==> src/rtl/glow_v1_pkg.sv <==
// rtl/glow_v1_pkg.sv - shared Glow v1 ALU opcodes, multicycle FSM states and opcode helpers
package glow_v1_pkg;

    localparam logic [4:0] OP_MULLO = 5'h0f;
    localparam logic [4:0] OP_MULHI = 5'h10;
    localparam logic [4:0] OP_DIV   = 5'h11;
    localparam logic [4:0] OP_MOD   = 5'h12;

    typedef enum logic [1:0] {
        IDLE = 2'd0,
        RUN  = 2'd1,
        DONE = 2'd2
    } muldiv_state_t;

    // Also used by the ALU's OpFinish mux to pick the sequencer's done.
    function automatic logic is_multicycle(input logic [4:0] op);
        return (op >= OP_MULLO) && (op <= OP_MOD);
    endfunction

    function automatic logic is_divide(input logic [4:0] op);
        return (op == OP_DIV) || (op == OP_MOD);
    endfunction

endpackage

==> src/rtl/glow_v1_muldiv_dp.sv <==
// rtl/glow_v1_muldiv_dp.sv - shared shift register, operand register and W+1-bit add/sub for mul/div
module glow_v1_muldiv_dp #(
    parameter int WIDTH = 8
) (
    input  logic               clk,
    input  logic               rst,
    input  logic               load,
    input  logic               step,
    input  logic               mode_div,
    input  logic [WIDTH-1:0]   a,
    input  logic [WIDTH-1:0]   b,
    output logic [2*WIDTH-1:0] acc
);
    import glow_v1_pkg::*;

    logic [2*WIDTH-1:0] acc_q;
    logic [WIDTH-1:0]   opnd_q;
    logic [WIDTH:0]     add_a;
    logic [WIDTH:0]     add_b;
    logic [WIDTH:0]     add_sum;
    logic               add_cin;

    // Multiply keeps the multiplier in the low half and shifts it out, so the
    // operand register holds A; divide keeps the divisor there instead.
    always_comb begin
        add_a   = '0;
        add_b   = '0;
        add_cin = 1'b0;
        if (mode_div) begin
            add_a   = acc_q[2*WIDTH-1:WIDTH-1];
            add_b   = ~{1'b0, opnd_q};
            add_cin = 1'b1;
        end else begin
            add_a = {1'b0, acc_q[2*WIDTH-1:WIDTH]};
            add_b = acc_q[0] ? {1'b0, opnd_q} : '0;
        end
        add_sum = add_a + add_b + {{WIDTH{1'b0}}, add_cin};
    end

    always_ff @(posedge clk or posedge rst) begin
        if (rst) begin
            acc_q  <= '0;
            opnd_q <= '0;
        end else if (load) begin
            acc_q  <= mode_div ? {{WIDTH{1'b0}}, a} : {{WIDTH{1'b0}}, b};
            opnd_q <= mode_div ? b : a;
        end else if (step) begin
            if (!mode_div) begin
                acc_q <= {add_sum, acc_q[WIDTH-1:1]};
            end else if (!add_sum[WIDTH]) begin
                // No borrow: shifted remainder >= divisor, keep difference and set quotient bit.
                acc_q <= {add_sum[WIDTH-1:0], acc_q[WIDTH-2:0], 1'b1};
            end else begin
                acc_q <= {acc_q[2*WIDTH-2:0], 1'b0};
            end
        end
    end

    assign acc = acc_q;

endmodule

==> src/rtl/glow_v1_muldiv_seq.sv <==
// rtl/glow_v1_muldiv_seq.sv - multicycle MULLO/MULHI/DIV/MOD sequencer; GLOW_MULDIV_FAST_ZERO_EN enables zero-operand bypass
module glow_v1_muldiv_seq #(
    parameter int WIDTH = 8
) (
    input  logic             clk,
    input  logic             rst,
    input  logic             start,
    input  logic [4:0]       opcode,
    input  logic [WIDTH-1:0] dsrc_a,
    input  logic [WIDTH-1:0] dsrc_b,
    output logic             busy,
    output logic             done,
    output logic [WIDTH-1:0] result,
    output logic             dz
);
    import glow_v1_pkg::*;

    localparam int CNT_W = $clog2(WIDTH) + 1;

    muldiv_state_t      state_q, state_d;
    logic [CNT_W-1:0]   cnt_q;
    logic [4:0]         op_q;
    logic               bz_q;
    logic               accept;
    logic               skip;
    logic               mode_div;
    logic [2*WIDTH-1:0] acc;
    logic [WIDTH-1:0]   acc_lo;
    logic [WIDTH-1:0]   acc_hi;
    logic [WIDTH-1:0]   res_sel;

    assign accept   = (state_q == IDLE) && start && is_multicycle(opcode);
    assign mode_div = accept ? is_divide(opcode) : is_divide(op_q);
    assign busy     = (state_q == RUN);
    assign acc_lo   = acc[WIDTH-1:0];
    assign acc_hi   = acc[2*WIDTH-1:WIDTH];

`ifdef GLOW_MULDIV_FAST_ZERO_EN
    logic skip_q;
    assign skip = (dsrc_b == '0) || (!is_divide(opcode) && (dsrc_a == '0));
`else
    assign skip = 1'b0;
`endif

    glow_v1_muldiv_dp #(.WIDTH(WIDTH)) u_dp (
        .clk      (clk),
        .rst      (rst),
        .load     (accept),
        .step     (state_q == RUN),
        .mode_div (mode_div),
        .a        (dsrc_a),
        .b        (dsrc_b),
        .acc      (acc)
    );

    always_comb begin
        state_d = state_q;
        case (state_q)
            IDLE:    if (accept) state_d = skip ? DONE : RUN;
            RUN:     if (cnt_q == CNT_W'(WIDTH - 1)) state_d = DONE;
            DONE:    state_d = IDLE;
            default: state_d = IDLE;
        endcase
    end

    // A full restoring run with B==0 already leaves all-ones / A; the explicit
    // forcing keeps the bypassed (unshifted) case correct too.
    always_comb begin
        res_sel = acc_lo;
        case (op_q)
            OP_MULLO: res_sel = acc_lo;
            OP_MULHI: res_sel = acc_hi;
            OP_DIV:   res_sel = bz_q ? '1 : acc_lo;
            OP_MOD:   res_sel = acc_hi;
            default:  res_sel = acc_lo;
        endcase
`ifdef GLOW_MULDIV_FAST_ZERO_EN
        if (skip_q) begin
            if (!is_divide(op_q))   res_sel = '0;
            else if (op_q == OP_MOD) res_sel = acc_lo;
        end
`endif
    end

    always_ff @(posedge clk or posedge rst) begin
        if (rst) begin
            state_q <= IDLE;
            cnt_q   <= '0;
            op_q    <= '0;
            bz_q    <= 1'b0;
            done    <= 1'b0;
            result  <= '0;
            dz      <= 1'b0;
        end else begin
            state_q <= state_d;
            done    <= (state_q == DONE);
            if (accept) begin
                op_q  <= opcode;
                bz_q  <= is_divide(opcode) && (dsrc_b == '0);
                dz    <= 1'b0;
                cnt_q <= '0;
            end
            if (state_q == RUN) begin
                cnt_q <= cnt_q + 1'b1;
            end
            if (state_q == DONE) begin
                result <= res_sel;
                dz     <= bz_q;
            end
        end
    end

`ifdef GLOW_MULDIV_FAST_ZERO_EN
    always_ff @(posedge clk or posedge rst) begin
        if (rst)         skip_q <= 1'b0;
        else if (accept) skip_q <= skip;
    end
`endif

endmodule

==> config.mk <==
export PLATFORM = sky130hd
export DESIGN_NAME = glow_v1_muldiv_seq
export DESIGN_NICKNAME = d
export VERILOG_FILES = /design/src/rtl/glow_v1_pkg.sv /design/src/rtl/glow_v1_muldiv_dp.sv /design/src/rtl/glow_v1_muldiv_seq.sv
export SDC_FILE = /design/constraint.sdc
export NUM_CORES = 1
export LEC_CHECK = 0
export ABC_AREA = 0
export CORE_ASPECT_RATIO = 1.5
export CORE_MARGIN = 3
export CORE_UTILIZATION = 30
export DETAILED_ROUTE_END_ITERATION = 10
export PLACE_DENSITY = 0.58
export RECOVER_POWER = 50
export SYNTH_ARGS = -nofsm -noshare
export SYNTH_HDL_FRONTEND = slang
export SYNTH_SLANG_ARGS = --single-unit
==> constraint.sdc <==
create_clock -name clk -period 6.29 [get_ports clk]
set_input_delay 1.258 -clock clk [delete_from_list [all_inputs] [get_ports clk]]
set_output_delay 1.258 -clock clk [all_outputs]
set_load 0.02 [all_outputs]
==> metrics.txt <==
status=finished with violations; violated checks=max-capacitance violations, max-slew violations; Clock transition at path regs=0.06 ns; top post-synthesis cells by area=dfrtp_1 (39%), mux2i_1 (9.5%), nand2_1 (8.5%); VDD IR max=0.2027 mV; Synth Register Bits=46; Critical Path AT=5.68 ns; max_cap viols=1; Synth Area in Compound Gates=0.1948; Core Footprint=9415 um^2; met3 Usage GRT=0.01226; Residual DRC=0; H-tree depth=2; Final Cycle Share=0.8746; clock skew=0.004550 ns; Synth Area in Simple Gates=0.1876; layout cells sized above 1=0.05391; routing usage on met1=0.1777; mux share of post-synthesis cell area=0.1063; Synthesized Nets=377; register area share after synthesis=0.3895; Final ANT Viol Nets=0; register area=1151 um^2; commonest non-fill, non-tap cell in the layout=nand2_1; critical path class=input port to register; top_reg_cell synth=dfrtp_1; Cells after Synth=342; Post-DP Area=3393 um^2; Worst-Margin Slew=2.559 ns; GRT Total Usage=0.1518; Synth cell types=45; Cell Pwr Density=585.1 nW/um^2; gr ovfl total=0; Num CTS Buffers=5; Relative slew margins=-0.7063; CP required=6.47 ns; largest area contributor in the netlist=dfrtp_1; TNS Setup=0 ns; drt first pass iters=4; Post-Synth XOR/XNOR Area=0.02921; overall die width=87.04 um; grt peak-use layer=met2; number of global-route vias before repair=2528; Yosys warning total=0; EDFF count, synth=0; Finished Core Util=0.3750; Die ar.=11100 um^2; worst hold slack=0.4731 ns; Final Cell Area=3531 um^2; Antenna Cells=0; antenna violations before repair=0; Tot Pwr=0.002066 W; area of the multi-input gates=1678 um^2; overall die height=127.6 um; post-synth top area share=0.3895; vias=2532; Area growth syn-to-layout=19.48%; setup bufs post-CTS=0; Iteration-0 DRC Markers=179; CTS Hold Bufs=0; DR WL/cell=16.34 um; Leak=1.674 nW; first-pass GRT wire length=12990 um; clock latency on the worst-skew pair=0.29 ns; worst-path fanout max=16; FP Rows=43; # port buffers=34; gpl congestion=0.8692; worst min-delay path class=register to register; CTS tree=built; Detailed Place HPWL=5900 um; final setup fails=0; num ports=35; Synth Area per Inst=8.641 um^2; fillers=950; Hold Vio Cnt, Final=0; # resized after CTS=0; Tmin final=5.501 ns; largest net degree at the start of global routing=47; fin. max-slew vios=47; CTS root buf=clkbuf_16; Vias/cell=5.242; Fmax=181.8 MHz; FFs w/ async S/R, synth=1.000; Post-Synth Adder-Cell Area=0.05165; Clock Sinks=46; Syn Std Cell Area=2955 um^2; largest family of logic cells by synthesized area=compound AO/OA/AOI/OAI gates; Layout Nets=405; commonest non-fill, non-tap cells in the layout=nand2_1 (67), dfrtp_1 (46), o21ai_0 (42); met2 Track Usage GR=0.2604; CTS Buffer Depth=2; Starting Density=0.3139; CP Launch Type=input port; RSZ-0062 raised after global routing=false; Total Wirelength=7891 um; crit end category=register
==> cells in the mapped netlist (all sizes together), types with 4 or more instances <==
master and n:
dfrtp 46, nand2 67, a21oi 11, a31oi 4, nand3 13, xnor2 5, inv 9, mux2i 28
o21ai 43, o21a 4, and3 4, xor2 4, nor2 19, buf 7, clkbuf 12, nor3 7
a221oi 6, ha 9, o22ai 8
==> where the power goes <==
group / switching (W) / leakage (nW) / internal, W
clock network: 0.000116 / 0.0698 / 0.000147
registers: 0.000134 / 0.572 / 0.000424
logic: 0.000708 / 1.03 / 0.000536
total: 0.000959 / 1.67 / 0.00111
==> worst max-delay path, stage by stage <==
cell             delay, ns
clkdlybuf4s50_1       0.44
nor3b_1               0.31
and3_1                0.28
mux2_2                0.34
or2_1                 0.26
buf_4                 0.20
o21ai_0               0.32
fa_1                  0.27
inv_1                 0.06
fa_1                  0.44
nor2b_4               0.14
o31a_1                0.23
o31ai_4               0.14
xnor2_2               0.38
mux2_2                0.38
a31oi_1               0.14
o21ai_1               0.08
==> worst paths after layout <==
| path | from | endpoint | slack, ns | depth (start not counted) |
|---|---|---|---|---|
| worst max-delay path | start | u_dp.acc[11] | 0.79 | 17 |
| worst min-delay path | cnt_q[3] | state_q[1] | 0.47 | 1 |
| worst max register to register | state_q[0] | u_dp.acc[11] | 1.79 | 16 |
| worst min register to register | cnt_q[3] | state_q[1] | 0.47 | 1 |
| max in group asynchronous | rst | u_dp.opnd_q[1] | 2.47 | 3 |
| min in group asynchronous | rst | done | 2.37 | 3 |
==> cell families after synthesis <==
group           Yosys count
simple gates            124
fa+ha+maj                11
mux                      31
flops                    46
buf+inv                  28
xor+xnor                  9
compound gates           93
==> metrics by stage <==
step / worst slack [ns] / cells
finish: 0.7890 / 483
detailed placement: 0.4031 / 475
global placement: 0.5124 / 475
floorplan: 1.045 / 342
global route: 0.3340 / 483
CTS: 0.7050 / 483
==> per-layer routing <==
metal,share of wire,routed length (um)
met2,0.51,4053
met4,0.052,410
met3,0.030,234
met5,0,0
met1,0.40,3193
==> sequential cells by signal (all words and copies together), names as in the netlist <==
name / flops
u_dp.acc: 16
result: 8
u_dp.opnd_q: 8
op_q: 5
cnt_q: 4
state_q: 2
bz_q: 1
done: 1
dz: 1
==> area by class of cell <==
| cell class | instances | area share |
|---|---|---|
| clock inverter | 3 | 0.006024 |
| tap | 112 | 0.03969 |
| sequential | 46 | 0.3260 |
| inverter | 9 | 0.009568 |
| clock buffer | 5 | 0.03544 |
| multi-input combinational | 268 | 0.4752 |
| timing repair buffer | 40 | 0.1081 |
No activity file was read; power rests on OpenSTA's default activity.
